File: config.mk
export PLATFORM = sky130hd
export DESIGN_NAME = switch_arbiter
export DESIGN_NICKNAME = d
export VERILOG_FILES = /design/src/rtl/switch_arbiter.sv
export SDC_FILE = /design/constraint.sdc
export NUM_CORES = 1
export LEC_CHECK = 0
export CAP_MARGIN = 20
export CORE_MARGIN = 1
export CORE_UTILIZATION = 60
export CTS_CLUSTER_DIAMETER = 40
export DETAILED_ROUTE_END_ITERATION = 12
export DONT_BUFFER_PORTS = 1
export PLACE_DENSITY = 0.76
export SLEW_MARGIN = 20
export SYNTH_ARGS = -nofsm -noshare
export SYNTH_HDL_FRONTEND = slang
export SYNTH_SLANG_ARGS = --single-unit
File: constraint.sdc
create_clock -name clk -period 3.9 [get_ports clk]
set_input_delay 0.195 -clock clk [delete_from_list [all_inputs] [get_ports clk]]
set_output_delay 0.195 -clock clk [all_outputs]
set_load 0.01 [all_outputs]
File: src/rtl/switch_arbiter.sv
// Output-side round-robin arbiter and 4:1 crossbar for the 4-port switch.
// Each output lane keeps its own fairness pointer and a registered word with ready/valid.
module switch_arbiter #(
  parameter int unsigned NPORTS = 4,
  parameter int unsigned DATA_W = 16,
  parameter int unsigned CNT_W  = 16
) (
  input  logic                      clk,
  input  logic                      rst_n,
  input  logic [NPORTS-1:0]         req,
  input  logic [NPORTS*NPORTS-1:0]  dst_flat,
  input  logic [NPORTS*DATA_W-1:0]  data_flat,
  input  logic [NPORTS-1:0]         out_ready,
  output logic [NPORTS-1:0]         grant,
  output logic [NPORTS-1:0]         out_valid,
  output logic [NPORTS*DATA_W-1:0]  out_data,
  output logic [NPORTS-1:0]         dst_err,
  output logic [NPORTS*CNT_W-1:0]   pkt_cnt
);

  localparam int unsigned PTR_W = $clog2(NPORTS);

  logic [NPORTS-1:0][NPORTS-1:0] dst;
  logic [NPORTS-1:0][DATA_W-1:0] din;
  logic [NPORTS-1:0]             dst_ok;
  logic [NPORTS-1:0][NPORTS-1:0] cand;      // cand[i][j]: input i eligible for lane j
  logic [NPORTS-1:0]             lane_free;
  logic [NPORTS-1:0]             lane_hit;
  logic [NPORTS-1:0][PTR_W-1:0]  win_idx;
  logic [PTR_W-1:0]              idx;
  logic [NPORTS-1:0]             grant_raw;

  logic [NPORTS-1:0][PTR_W-1:0]  ptr_q;
  logic [NPORTS-1:0]             valid_q;
  logic [NPORTS-1:0][DATA_W-1:0] data_q;
  logic [NPORTS-1:0][CNT_W-1:0]  cnt_q;
  logic [NPORTS-1:0]             err_q;

  assign dst = dst_flat;
  assign din = data_flat;

  // Candidate matrix; malformed destinations never compete for any lane.
  always_comb begin
    dst_ok = '0;
    cand   = '0;
    for (int i = 0; i < NPORTS; i++) begin
      dst_ok[i] = $onehot(dst[i]);
      for (int j = 0; j < NPORTS; j++) begin
        cand[i][j] = req[i] && dst[i][j] && dst_ok[i];
      end
    end
  end

  assign lane_free = ~valid_q | out_ready;

  // Per-lane round-robin search starting at the lane pointer.
  always_comb begin
    lane_hit = '0;
    win_idx  = '0;
    idx      = '0;
    for (int j = 0; j < NPORTS; j++) begin
      for (int k = 0; k < NPORTS; k++) begin
        idx = ptr_q[j] + PTR_W'(k);
        if (lane_free[j] && !lane_hit[j] && cand[idx][j]) begin
          lane_hit[j] = 1'b1;
          win_idx[j]  = idx;
        end
      end
    end
  end

  always_comb begin
    grant_raw = '0;
    for (int j = 0; j < NPORTS; j++) begin
      if (lane_hit[j]) begin
        grant_raw[win_idx[j]] = 1'b1;
      end
    end
  end

  // Grant pops the port FIFO directly, so it must be quiet while reset is held.
  assign grant = grant_raw & {NPORTS{rst_n}};

  always_ff @(posedge clk or negedge rst_n) begin
    if (!rst_n) begin
      ptr_q   <= '0;
      valid_q <= '0;
      data_q  <= '0;
      cnt_q   <= '0;
      err_q   <= '0;
    end else begin
      err_q <= req & ~dst_ok;
      for (int j = 0; j < NPORTS; j++) begin
        if (lane_hit[j]) begin
          data_q[j]  <= din[win_idx[j]];
          valid_q[j] <= 1'b1;
          ptr_q[j]   <= win_idx[j] + PTR_W'(1);
        end else if (valid_q[j] && out_ready[j]) begin
          valid_q[j] <= 1'b0;
        end
        if (valid_q[j] && out_ready[j]) begin
          cnt_q[j] <= cnt_q[j] + CNT_W'(1);
        end
      end
    end
  end

  assign out_valid = valid_q;
  assign out_data  = data_q;
  assign dst_err   = err_q;
  assign pkt_cnt   = cnt_q;

endmodule
* Yosys cells after proc, flatten, opt, wreduce, memory -nomap -nowiden *
Cells that the tools add are included.

word-level totals
  memory bits (read-only) = 0
  memories = 0
  bits in writable memories = 0
  latch bits = 0
  word-level logic and storage cells = 261
  input port bits = 90
  flip-flop bits (word level) = 144
  output and inout port bits = 140

cells by class
  div/mod/pow operators = 0
  reductions and logical operators = 84
  multiplexer cells = 92
  $lt $le $gt $ge = 24
  $add $sub $neg = 32
  shift operators = 0
  eq/ne operators = 4
  multipliers = 0
  bitwise operators = 8

operators by type and width
  kind                                                                    count
  16-bit binary-select mux with 2-bit select                              4
  4-bit binary-select mux with 2-bit select                               16
  1-bit logical AND                                                       68
  16-bit by 1-bit adder with 16-bit output (second input constant)        4
  16-bit 2-to-1 mux                                                       4
  2-bit by 3-bit < comparator with 1-bit output (second input constant)   20
  2-bit 2-to-1 mux                                                        20
  1-bit 2-to-1 mux                                                        32
  4-bit 2-to-1 mux                                                        8
  1-bit by 1-bit adder with 2-bit output                                  8
  2-bit by 1-bit adder with 2-bit output (second input constant)          8
  2-bit adder (second input constant)                                     8
  4-bit OR                                                                4
  2-bit by 2-bit adder with 3-bit output                                  4
  3-bit by 1-bit == test with 1-bit output (second input constant)        4
  1-bit zero test                                                         12
  3-bit 2-to-1 mux                                                        4
  4-bit bitwise AND                                                       2
  1-bit demux with 2-bit select                                           4
  2-bit by 1-bit >= comparator with 1-bit output (second input constant)  4
  4-bit inverter                                                          2
  2-bit nonzero test                                                      4

* Logic depth before layout (Yosys ltp) *
Gate-level depths: netlist of the first run.

  depth after elaboration = 32
  gate-level depth with buffers = 18
  mapped depth without buffers = 14

* Worst setup path before layout of the first run *
Ideal clock, no wire load.

  path type = input -> output
  start point = in dst_flat[12]
  end point = out grant[0]
  stages on the path = 16
  arrival time = 3527 ps
  path buffers = 3
  data required time = 3705 ps
  path slack = 178 ps
  cell sequence = inv_1 fa_1 inv_1 ha_1 ha_1 and4bb_1 buf_2 and2_1 nor2_1 a32o_1 o32a_1 buf_2 buf_1 ha_1 a222oi_1 o22ai_1

between the ends
  cells in the longest elaborated chain, start to end = 32
  elaborated cells on any way between the ends = 140
  those cells by class = add/sub: 2; order compare: 8; eq/ne: 1; mux: 76; bitwise: 4; reduce/logical: 49

ends and longest elaborated chain
  element                                                       RTL line  RTL
  start, declared                                               11        input logic [NPORTS*NPORTS-1:0] dst_flat,
  1-bit by 1-bit adder with 2-bit output (implied by the code)  47        dst_ok[i] = $onehot(dst[i]);
  2-bit by 2-bit adder with 3-bit output (implied by the code)  47
  3-bit by 1-bit == test with 1-bit output                      47
  1-bit logical AND                                             49        cand[i][j] = req[i] && dst[i][j] && dst_ok[i];
  4-bit binary-select mux with 2-bit select                     64        if (lane_free[j] && !lane_hit[j] && cand[idx][j]) begin
  1-bit 2-to-1 mux (implied by the code)                        64
  1-bit logical AND                                             64
  1-bit 2-to-1 mux                                              64
  [... 16 more ...]                                             --
  4-bit 2-to-1 mux                                              75        if (lane_hit[j]) begin
  4-bit OR (no line)                                            --
  4-bit 2-to-1 mux                                              75
  4-bit OR (no line)                                            --
  4-bit 2-to-1 mux                                              75
  4-bit OR (no line)                                            --
  4-bit 2-to-1 mux *                                            75
  4-bit bitwise AND *                                           82        assign grant = grant_raw & {NPORTS{rst_n}};
  end, declared                                                 14        output logic [NPORTS-1:0] grant,

Mark *: on every way between the ends. The rest lies on a longest branch, timed or not. The select of a mux whose other input is x is not followed.

* Worst setup path in the final report of the first run *
Ends and elaborated chain as after synthesis.

==> out/metrics.yaml, run 1 <==
crit_path_end_kind: "primary output"
initial_utilization: 0.618
synth_ff_type: "dfrtp_1"
yosysTopAreaCell: "dfrtp_1"
relSlewSlack: 0.284
ys_warn_count: 0
gp_congestion: 0.894
status: "finished, final reports clean"
dp_cells: 1057
cp.required_ps: 3700
avgRoutedWirePerCell_um: 24.3
grt_util_all_layers: 0.356
rows: 44
route.detailed.drc: 0
drv_slew: 0
clkPwrFrac: 0.260
crit_family: "compound AO/OA/AOI/OAI gates"
ys_seq_area_frac: 0.400
slowest_stage: "fa_1"
hpwlAfterDp_mm: 18.7
cp_slowest_stage_delay_ps: 530
maxCapViolCount: 0
cts_made_buffers: 17
finalSetupViolations: 0
root_buffer: "clkbuf_16"
drive_gt1_frac: 0.143
syn_area_mm2: 0.00902
grt_start_max_net_pins: 145
postRouteAntennaNets: 0
p_sw_frac: 0.392
routed_via_density: 6.87
ios: 230
die_h_um: 125
ys_types: 75
synthTopCellsByArea: "dfrtp_1, mux2i_1, xnor2_1, ha_1, nand2_1"
wirelength_mm: 27.0
design_area_mm2: 0.0102
holdWs_ps: 5.96
cts_tree: "yes"
fin_cells: 1113
crit_arrival_ps: 3580
avgSynthCellArea_um2: 10.1
layout_common_cells: "dfrtp_1, mux2i_1, nand2_1"
period_needed_ps: 3770
syn2layout_area_growth_pct: 12.9
antenna_cells: 0
layout_commonest_cell: "dfrtp_1"
max_freq_ghz: 0.265
dieWidth_um: 125
cts_sinks: 144
cp-start-kind: "input port"
skew_ps: 9.68
cts.clk_slew.worst_paths_ps: 60
htreeDepth: 4
synth_nets: 1007
antenna_found_initial: 0
die_area_mm2: 0.0155
path_max_fanout: 6
vias: 7646
detail_route.first_pass.iterations: 6
port-buffer-count: 0
cts_max_path_buffers: 2
path_class: "input port to primary output"
grt_overflow: 0
synth_top_area_share: 0.400
p_seq_frac: 0.433
crit_buf_inv: 2
tns_ps: 0
placed_area_mm2: 0.00928
nNetsFinal: 1035
synth_edf_count: 0
fin_crit_sh: 0.967
drt_iter0_drc: 634
clock_latency_ps: 420
tightest_slew_ps: 1070
crit_path_frequent_cell: "ha_1"
hold_violations: 0
hp-class: "input port to flip-flop"
cp_cell_sequence: "inv_1 -> fa_1 -> inv_1 -> ha_1 -> ha_1 -> and4bb_4 -> and2_1 -> nor2_1 -> a32o_1 -> o32a_1 -> ha_1 -> a222oi_1 -> o22ai_1"
p_leak_nw: 4.61
vdd_drop_max_mv: 0.383
grt_pass1_wl_mm: 43.2
core-area_mm2: 0.0146
synth_cells: 889
switching_power_mw: 2.57
fin_util: 0.698
internal_power_mw: 3.99
synth_seq_cells: 144
powerDensity_mw_per_mm2: 645
grt_pass1_vias: 7828
pwr-share-comb: 0.307
async_flop_share: 1.00
## cell usage after synthesis (3+ instances only)
cell type	instances
nand2_1	76
nand2b_1	5
buf_6	5
ha_1	24
a311oi_1	3
a2111oi_0	3
xor2_1	19
and3_1	16
a222oi_1	4
buf_4	4
a31oi_1	21
nor2_1	65
xnor2_1	41
buf_1	4
mux2i_1	80
buf_2	14
a221oi_2	10
nand3_1	45
or3_1	4
o211ai_1	12
dfrtp_1	144
inv_1	33
mux2_1	11
a21oi_1	14
fa_1	4
a221o_1	16
mux2_2	25
a221oi_1	8
nand4bb_1	4
clkbuf_1	22
a21o_1	17
nor3_1	4
o211ai_2	10
and2_1	9
o22ai_1	20
o21ai_0	24
nor2b_1	8
nand4_1	10
and4bb_1	3
or4_1	3
## per-layer routing
layer  global-route usage  part of all wire  wire length (µm)
met1                0.449              0.39             10600
met2                0.574              0.48             12800
met3                0.107              0.11              2850
met4                0.137             0.027               722
met5                    0                 0                 0
## cell families (layout without fill, tap and decap cells)
| kind of cell | Yosys count | in the layout | synth area share |
|---|---|---|---|
| AOI/OAI and AO/OA | 187 | 187 | 0.168 |
| xor gates and xnor gates | 60 | 60 | 0.0583 |
| adders and majority gates | 28 | 28 | 0.0422 |
| buffers and inverters | 85 | 125 | 0.0455 |
| DFF | 144 | 144 | 0.400 |
| muxes | 117 | 117 | 0.136 |
| and+or+nand+nor | 268 | 268 | 0.150 |
## sequential cells by signal, summed over array words and instances, names as in the netlist
| signal | count |
|---|---|
| out_data | 64 |
| pkt_cnt | 64 |
| ptr_q | 8 |
| dst_err | 4 |
| out_valid | 4 |
## area by class of cell
type	count	area, µm²
clock inverter	8	128
inverter	35	136
sequential	144	3600
fill	1045	4410
clock buffer	23	488
timing repair buffer	59	537
tap	184	230
multi-input combinational	660	5060
## worst paths after layout
check | from | endpoint | slack [ps] | cells after the start
max reg2reg | ptr_q[1]$_DFFE_PN0N_ | out_data[4]$_DFFE_PN0N_ | 940 | 7
min in group asynchronous | rst_n | out_data[23]$_DFFE_PN0N_ | 510 | 2
min reg2reg | pkt_cnt[31]$_DFFE_PN0P_ | pkt_cnt[31]$_DFFE_PN0P_ | 540 | 1
max | dst_flat[12] | grant[0] | 130 | 13
max in group asynchronous | rst_n | pkt_cnt[59]$_DFFE_PN0P_ | 2860 | 2
min | data_flat[8] | out_data[56]$_DFFE_PN0N_ | 6 | 2
## power groups by stage
stage | clock [mW] | combinational [mW] | sequential, mW
after floorplan | 0 | 1.56 | 2.56
after global placement | 0 | 1.80 | 2.83
after detailed placement | 0 | 1.89 | 2.84
after CTS | 1.72 | 1.98 | 2.83
after global routing | 1.78 | 2.20 | 2.89
final | 1.71 | 2.02 | 2.84
## what timing repair did
action                                  CTS  global route
endpoints found under the setup margin    0             3
buffers inserted                          0             1
hold endpoints to repair                160             0
resized for setup                         0             7
hold buffers                             24             0
## stage by stage
step	setup slack [ps]	total power, mW
5_1_grt	-12.7	6.88
3_3_place_gp	175	4.63
2_1_floorplan	178	4.12
4_1_cts	78.7	6.52
6_report	130	6.57
3_5_place_dp	73.8	4.73
(Power assumes the default switching activity.)
==> run 2: changes to the inputs <==
- CELL_PAD_IN_SITES_DETAIL_PLACEMENT: default -> 0
- CELL_PAD_IN_SITES_GLOBAL_PLACEMENT: default -> 1
- CORE_UTILIZATION: 60 -> 49
- PLACE_DENSITY: 0.76 -> default
- PLACE_DENSITY_LB_ADDON: default -> 0.1
==> run 2 against run 1 <==
Net effect:
- hold slack about the same
- largest cell class unchanged
- sequential share of layout area down 0.62 points
- core utilization down 12 points
- cell area up 1.8%
- global-route usage down 6.3 points
- critical endpoint unchanged
- non-clock buffer count up 10
==> out/metrics.yaml, run 2 (same netlist as run 1, synthesis figures left out) <==
cts_max_path_buffers: 2  # unchanged
p_total_mw: 6.49  # was 6.57 mW
design_area_mm2: 0.0104  # was 0.0102 mm²
powerDensity_mw_per_mm2: 626  # was 645 mW/mm²
cts_tree: "yes"  # unchanged
nNetsFinal: 1045  # was 1035
status: "finished, final reports clean"  # unchanged
hpwlAfterDp_mm: 19.5  # was 18.7 mm
rsz0062_at_grt: "no"
r2r_slack_ps: 950  # was 940 ps
startpoint: "dst_flat[4]"  # was dst_flat[12]
busiest_layer: "met2"  # unchanged
drt_iter0_drc: 487  # was 634
cts_sinks: 144  # unchanged
slowest_stage: "a222oi_1"  # was fa_1
layout_common_cells: "dfrtp_1, mux2i_1, nand2_1"  # unchanged
cp-start-kind: "input port"  # unchanged
gp_congestion: 0.916  # was 0.894
reg2reg_from: "ptr_q[1]$_DFFE_PN0N_"  # unchanged
p_leak_nw: 4.63  # was 4.61 nW
maxCapViolCount: 0  # unchanged
relSlewSlack: 0.307  # was 0.284
n_fill_cell: 1547  # was 1045
path_max_fanout: 7  # was 6
postRouteAntennaNets: 0  # unchanged
finalSetupViolations: 0  # unchanged
gr-usage-met3: 0.0868  # was 0.107
met2_usage: 0.488  # was 0.574
hold_violations: 0  # unchanged
root_buffer: "clkbuf_16"  # unchanged
grt_pass1_wl_mm: 41.9  # was 43.2 mm
dieWidth_um: 138  # was 125 µm
port-buffer-count: 0  # unchanged
rows: 49  # was 44
met1_usage: 0.363  # was 0.449
period_needed_ps: 3760  # was 3770 ps
vdd_drop_max_mv: 0.403  # was 0.383 mV
cts.clk_slew.worst_paths_ps: 60  # about the same
route.detailed.drc: 0  # unchanged
fin_cells: 1169  # was 1113
antenna_found_initial: 1  # was 0
core-area_mm2: 0.0180  # was 0.0146 mm²
hp-class: "input port to flip-flop"  # unchanged
avgRoutedWirePerCell_um: 23.6  # was 24.3 µm
path_class: "input port to primary output"  # unchanged
grt_overflow: 0  # unchanged
detail_route.first_pass.iterations: 5  # was 6
dp_cells: 1097  # was 1057
skew_ps: 10.7  # was 9.68 ps
grt_start_max_net_pins: 145  # unchanged
cp_slowest_stage_delay_ps: 550  # was 530 ps
r2r_cells: 7  # unchanged
drv_slew: 0  # unchanged
dp_slack_ps: 62.9  # was 73.8 ps
placed_area_mm2: 0.00933  # was 0.00928 mm²
antenna_cells: 0  # unchanged
initial_utilization: 0.500  # was 0.618
wirelength_mm: 27.6  # was 27.0 mm
crit_arrival_ps: 3560  # was 3580 ps
tightest_slew_ps: 1040  # was 1070 ps
cp_cell_sequence: "inv_1 -> fa_1 -> inv_1 -> ha_1 -> ha_1 -> and4bb_2 -> buf_4 -> nand2_1 -> nand3_1 -> a21oi_1 -> a2111o_1 -> ha_1 -> a222oi_1 -> o22ai_2"  # was inv_1 -> fa_1 -> inv_1 -> ha_1 -> ha_1 -> and4bb_4 -> and2_1 -> nor2_1 -> a32o_1 -> o32a_1 -> ha_1 -> a222oi_1 -> o22ai_1
ios: 230  # unchanged
die_area_mm2: 0.0189  # was 0.0155 mm²
layout_commonest_cell: "dfrtp_1"  # unchanged
cts_made_buffers: 17  # unchanged
crit_path_frequent_cell: "ha_1"  # unchanged
fin_ws_ps: 144  # was 130 ps
r2r_end: "out_data[2]$_DFFE_PN0N_"  # was out_data[4]$_DFFE_PN0N_
crit_path_end_kind: "primary output"  # unchanged
syn2layout_area_growth_pct: 14.9  # was 12.9%
routed_via_density: 6.41  # was 6.87
max_freq_ghz: 0.266  # was 0.265 GHz
fin_crit_sh: 0.963  # was 0.967
drive_gt1_frac: 0.143  # about the same
vias: 7491  # was 7646
htreeDepth: 4  # unchanged
grt_util_all_layers: 0.293  # was 0.356
die_h_um: 138  # was 125 µm
clock_latency_ps: 430  # was 420 ps
tns_ps: 0  # unchanged
grt_pass1_vias: 7506  # was 7828
cp.required_ps: 3700  # about the same
endpoint: "grant[0]"  # unchanged
==> run 2: worst min path at each step <==
stage | slack [ps] | end | depth (start not counted) | start
floorplan | -100 | dst_err[0]$_DFF_PN0_ | 0 | rst_n
global placement | -100 | pkt_cnt[58]$_DFFE_PN0P_ | 0 | rst_n
detailed placement | -100 | pkt_cnt[58]$_DFFE_PN0P_ | 0 | rst_n
CTS | 1 | out_data[63]$_DFFE_PN0N_ | 2 | data_flat[15]
global route | 6 | out_data[61]$_DFFE_PN0N_ | 2 | data_flat[13]
finish | 6 | out_data[34]$_DFFE_PN0N_ | 2 | data_flat[18]
==> run 2: cell type report <==
cell class / instances / area (µm²) / share of cell area
clock buffer: 18 / 429 / 0.0414
clock inverter: 14 / 146 / 0.0141
inverter: 35 / 136 / 0.0132
multi-input combinational: 660 / 5090 / 0.491
sequential: 144 / 3600 / 0.348
tap: 229 / 287 / 0.0277
timing repair buffer: 69 / 671 / 0.0647
==> run 2: critical path: cells and delay by family <==
| family | cells | cell delay [ps] |
|---|---|---|
| buf+inv | 3 | 280 |
| compound gates | 4 | 1270 |
| simple gates | 3 | 590 |
| fa+ha+maj | 4 | 1230 |
==> run 2: metal layers <==
metal / vias up / part of all wire / routed length [µm]
li1: 3346 / - / -
met1: 3789 / 0.41 / 11200
met2: 318 / 0.49 / 13500
met3: 38 / 0.087 / 2400
met4: 0 / 0.015 / 410
met5: - / 0 / 0
==> run 2: power breakdown <==
group | leakage [nW] | internal, mW | switching (mW)
Combinational | 2.54 | 0.946 | 1.09
Sequential | 1.82 | 2.00 | 0.831
Clock | 0.270 | 0.902 | 0.725
==> run 2: repair_timing <==
action | in CTS | in global routing
gates resized for setup | 0 | 12
hold buffers | 39 | 0
endpoints found under the hold margin | 167 | 0
endpoints found under the setup margin | 0 | 4
buffers inserted | 0 | 1
==> run 2: through the flow <==
step,hold slack (ps),utilization
after CTS,1.02,0.572
after global placement,-97.6,0.517
final,5.63,0.575
after detailed placement,-97.6,0.517
after global routing,6.29,0.575
after floorplan,-101,-
